File: src/rtl/axis_pkt_rr_arbiter.sv
// axis_pkt_rr_arbiter: packet-level round-robin mux of NUM_INPUTS AXI-Stream sources onto one sink
module axis_pkt_rr_arbiter #(
  parameter int DWIDTH = 32,
  parameter int NUM_INPUTS = 4,
  localparam int SEL_W = NUM_INPUTS > 1 ? $clog2(NUM_INPUTS) : 1
) (
  input  logic                         clk,
  input  logic                         reset_n,
  input  logic                         enable,
  input  logic [NUM_INPUTS*DWIDTH-1:0] i_tdata,
  input  logic [NUM_INPUTS-1:0]        i_tvalid,
  input  logic [NUM_INPUTS-1:0]        i_tlast,
  output logic [NUM_INPUTS-1:0]        i_tready,
  output logic [DWIDTH-1:0]            o_tdata,
  output logic                         o_tvalid,
  output logic                         o_tlast,
  input  logic                         o_tready,
  output logic [SEL_W-1:0]             o_tdest,
  output logic                         busy,
  output logic [31:0]                  pkt_count
);
  typedef enum logic {IDLE, PASS} state_t;
  state_t state;
  logic [SEL_W-1:0] grant, last_ptr, next_sel;
  logic found, pass;
  assign pass = state == PASS;
  // Scan downwards so the candidate closest after last_ptr is written last and wins.
  always_comb begin
    next_sel = grant;
    found = 1'b0;
    for (int k = NUM_INPUTS; k >= 1; k--) begin
      if (i_tvalid[(int'(last_ptr) + k) % NUM_INPUTS]) begin
        found = 1'b1;
        next_sel = SEL_W'((int'(last_ptr) + k) % NUM_INPUTS);
      end
    end
  end
  always_comb begin
    i_tready = '0;
    if (pass) i_tready[grant] = o_tready;
  end
  assign o_tdata = i_tdata[int'(grant)*DWIDTH +: DWIDTH];
  assign o_tvalid = pass && i_tvalid[grant];
  assign o_tlast = pass && i_tlast[grant];
  assign o_tdest = grant;
  assign busy = pass;
  always_ff @(posedge clk or negedge reset_n) begin
    if (!reset_n) begin
      state <= IDLE;
      grant <= '0;
      last_ptr <= SEL_W'(NUM_INPUTS - 1);
      pkt_count <= '0;
    end else if (!pass) begin
      if (enable && found) begin
        grant <= next_sel;
        state <= PASS;
      end
    end else if (o_tvalid && o_tready && o_tlast) begin
      last_ptr <= grant;
      pkt_count <= pkt_count + 32'd1;
      state <= IDLE;
    end
  end
endmodule
File: config.mk
export PLATFORM = sky130hd
export DESIGN_NAME = axis_pkt_rr_arbiter
export DESIGN_NICKNAME = d
export VERILOG_FILES = /design/src/rtl/axis_pkt_rr_arbiter.sv
export SDC_FILE = /design/constraint.sdc
export NUM_CORES = 1
export LEC_CHECK = 0
export CAP_MARGIN = 20
export CORE_MARGIN = 4
export CORE_UTILIZATION = 30
export CTS_CLUSTER_SIZE = 14
export DETAILED_ROUTE_END_ITERATION = 7
export HOLD_SLACK_MARGIN = 0.02
export PLACE_DENSITY = 0.78
export SLEW_MARGIN = 20
export SYNTH_ARGS = -nofsm -noshare
export SYNTH_HDL_FRONTEND = slang
export SYNTH_SLANG_ARGS = --single-unit
File: constraint.sdc
create_clock -name clk -period 2.3 [get_ports clk]
set_input_delay 0.69 -clock clk [delete_from_list [all_inputs] [get_ports clk]]
set_output_delay 0.69 -clock clk [all_outputs]
set_load 0.02 [all_outputs]
==> metrics.md <==
| Metric | Value |
|---|---|
| Total CTS buffers | `5` |
| Gate power share | `0.705` |
| Tmin final | `2.36 ns` |
| Post-Syn Instances | `220` |
| Ports | `213` |
| Clock share of power | `0.119` |
| Starting DRC count in detailed routing | `59` |
| Initial antenna violation count | `5` |
| Via count | `2929` |
| Final #Nets | `603` |
| Fin. max-slew vios | `0` |
| Hold/Removal Path Class | `flip-flop to flip-flop` |
| Pint | `2960 uW` |
| Fmax | `424 MHz` |
| Die ar. | `10200 sq um` |
| Synth area leader | `dfrtp_1` |
| Clk pin slew, worst setup/hold paths | `0.07 ns` |
| Worst Path Required | `1.61 ns` |
| Starting Density | `0.312` |
| Max clock buf depth | `2` |
| CORE AREA | `8300 sq um` |
| # rows | `33` |
| Fin. Hold Viols | `0` |
| Max-cap violations | `0` |
| Post-DP HPWL | `10000 um` |
| Top cell type's share of synthesized area | `0.338` |
| LEAKAGE | `0.00240 uW` |
| Worst-skew pair later-pin latency | `0.29 ns` |
| Total Power | `4860 uW` |
| Area contributors post-synth | `dfrtp_1 (34%), mux4_2 (29%), xor2_1 (5.7%)` |
| Clock Skews | `0.00784 ns` |
| Die Width | `101 um` |
| Area of the multi-input gates | `1600 sq um` |
| Worst vdd ir | `0.405 mV` |
| Crit path DAT | `1.67 ns` |
| DRC | `0` |
| Switching share of power | `0.391` |
| Synth unique cells | `36` |
| CTS tree | `yes` |
| First-pass GRT wire length | `17500 um` |
| Synth Net Count | `361` |
| DIE HEIGHT | `101 um` |
| Root Buffer | `clkbuf_8` |
| Final WL | `12100 um` |
| Failing checks | `setup timing` |
| PwrDens | `945 nW/um^2` |
| Unrepaired setup endpoints after global routing | `true` |
| Worst-Margin Slew | `0.478 ns` |
| Most used cell, CP | `buf_12` |
| Layout cells sized above 1 | `0.285` |
| I/O Buffers | `212` |
| Crit-path max FO | `7` |
| Final WS setup | `-0.0568 ns` |
| CTS Hold Bufs | `0` |
| Largest net degree at the start of global routing | `38` |
| P&R area growth vs syn | `98.6%` |
| Crit path max-delay cell type | `mux4_2` |
| Number of global-route vias before repair | `3099` |
| Via density | `5.11` |
| Post-DR wirelength/cell | `21.1 um` |
| Critical Path, Cell by Cell | `buf_12 > buf_12 > mux4_2 > buf_6` |
| Total grt overflow | `0` |
| Endpoint class of the critical path | `output pin` |
| Startpoint Class | `flip-flop` |
| Critical path class | `flip-flop to output pin` |
| Max incr delay on CP | `0.54 ns` |
| Sw Pwr | `1900 uW` |
| Final period utilization | `1.02` |
| Rel. slew slack | `0.677` |
| Syn_area_per_cell | `11.8 sq um` |
| Register area share after synthesis | `0.358` |
| Final ANT Viol Nets | `0` |
| Cell area after synthesis | `2590 sq um` |
| Final setup viols | `18` |
| GPL Wtd Cong | `0.878` |
| Fillers | `744` |
| Setup TNS | `-0.565 ns` |
| Yosys warns | `0` |
| # H-tree levels | `2` |
| GRT Resource Usage Total | `0.225` |
| Yosys reg bits | `37` |
| Sequential share of power | `0.175` |
| Status | `finished, violations left` |
| Drt pass-1 iters | `4` |
| CTS sink cnt | `37` |
| Register Area | `931 sq um` |
==> power by group through the flow <==
stage | Clock [uW] | Combinational [uW] | Sequential, uW
3_5_place_dp | 0 | 3220 | 875
5_1_grt | 629 | 3590 | 871
2_1_floorplan | 0 | 1590 | 887
4_1_cts | 595 | 3470 | 855
6_report | 580 | 3430 | 853
3_3_place_gp | 0 | 3170 | 869
==> path summary, 6_finish.rpt <==
check                              start             to  slack, ns  cells after the start
setup / recovery              o_tdest[0]    o_tdata[29]      -0.06                      4
hold / removal             pkt_count[31]  pkt_count[31]       0.47                      1
setup reg to reg              o_tdest[0]  pkt_count[20]       0.06                      9
hold reg to reg            pkt_count[31]  pkt_count[31]       0.47                      1
max in group asynchronous        reset_n    last_ptr[0]       1.13                      2
min in group asynchronous        reset_n  pkt_count[25]       0.81                      2
==> what timing repair did <==
item                                    CTS  global route
setup buffers                             6             2
endpoints found under the setup margin   39            43
cloned                                    1             0
gates resized for setup                 378             7
pin swaps                                 2             4
==> cells in the final DEF (no fill, tap or decap), drive strengths merged, types with 2 or more instances in the layout <==
cell,netlist,routed
and2,3,3
a21oi,3,3
inv,11,11
nand4,12,12
diode,0,5
mux2i,3,3
o21ai,4,4
xor2,17,17
o22ai,2,2
nand2,16,16
dlygate4sd2,0,132
dfrtp,35,35
dfstp,2,2
nand3,6,6
clkdlybuf4s50,0,37
buf,9,77
xnor2,14,14
nor2,17,17
or3,2,2
mux4,33,33
clkbuf,3,7
nor3,13,13
nor4,4,4
==> layer usage <==
layer | wire (um) | GRT usage
met1 | 4090 | 0.238
met2 | 6540 | 0.418
met3 | 1180 | 0.0782
met4 | 257 | 0.0665
met5 | 13 | 0
==> per-stage QoR <==
stage | instance area (sq um) | setup slack (ns) | util | std cells | hold WS, ns
6_report | 5140 | -0.0568 | 0.620 | 573 | 0.475
5_1_grt | 5140 | -0.107 | 0.620 | 572 | 0.513
4_1_cts | 5120 | -0.0820 | 0.617 | 569 | 0.478
3_5_place_dp | 5050 | -0.824 | 0.609 | 554 | 0.465
3_3_place_gp | 5050 | -0.820 | 0.609 | 554 | 0.460
2_1_floorplan | 2600 | -0.0664 | - | 220 | 0.394
==> logic make-up after synthesis <==
family | synth area share
DFF | 0.358
buffers and inverters | 0.0362
muxes | 0.298
AOI/OAI and AO/OA | 0.0362
xor gates and xnor gates | 0.105
and+or+nand+nor | 0.161
adders and majority gates | 0.00483
==> state kept, by name, indices dropped and copies added (netlist names) <==
register	cells
pkt_count	32
last_ptr	2
o_tdest	2
busy	1
==> worst max-delay path, delay by kind of cell (launching register included) <==
| kind | cells | cell delay, ns |
|---|---|---|
| buffers and inverters | 3 | 0.42 |
| flip-flops | 1 | 0.41 |
| multiplexers | 1 | 0.54 |
==> synth_stat cells, drive strengths merged <==
cell / count
nand4: 12
o21ai: 4
dfstp: 2
nor2b: 1
clkbuf: 3
dfrtp: 35
and2: 3
xnor2: 14
ha: 1
nor3: 13
mux4: 33
and4: 1
nand3b: 1
a21oi: 3
inv: 11
mux2i: 3
o41ai: 1
nor2: 17
o22ai: 2
a31oi: 1
a2bb2oi: 1
nand3: 6
a211oi: 1
buf: 9
or3: 2
nand2: 16
or4: 1
xor2: 17
o311ai: 1
nor4: 4
nor3b: 1
==> area by class of cell <==
type,instances,share of cell area
clock inverter,1,0.00584
inverter,11,0.00803
timing repair buffer,247,0.449
clock buffer,7,0.0168
multi-input combinational,160,0.312
antenna,5,0.00243
sequential,37,0.181
tap,105,0.0255
No activity file was read; power rests on OpenSTA's default activity.
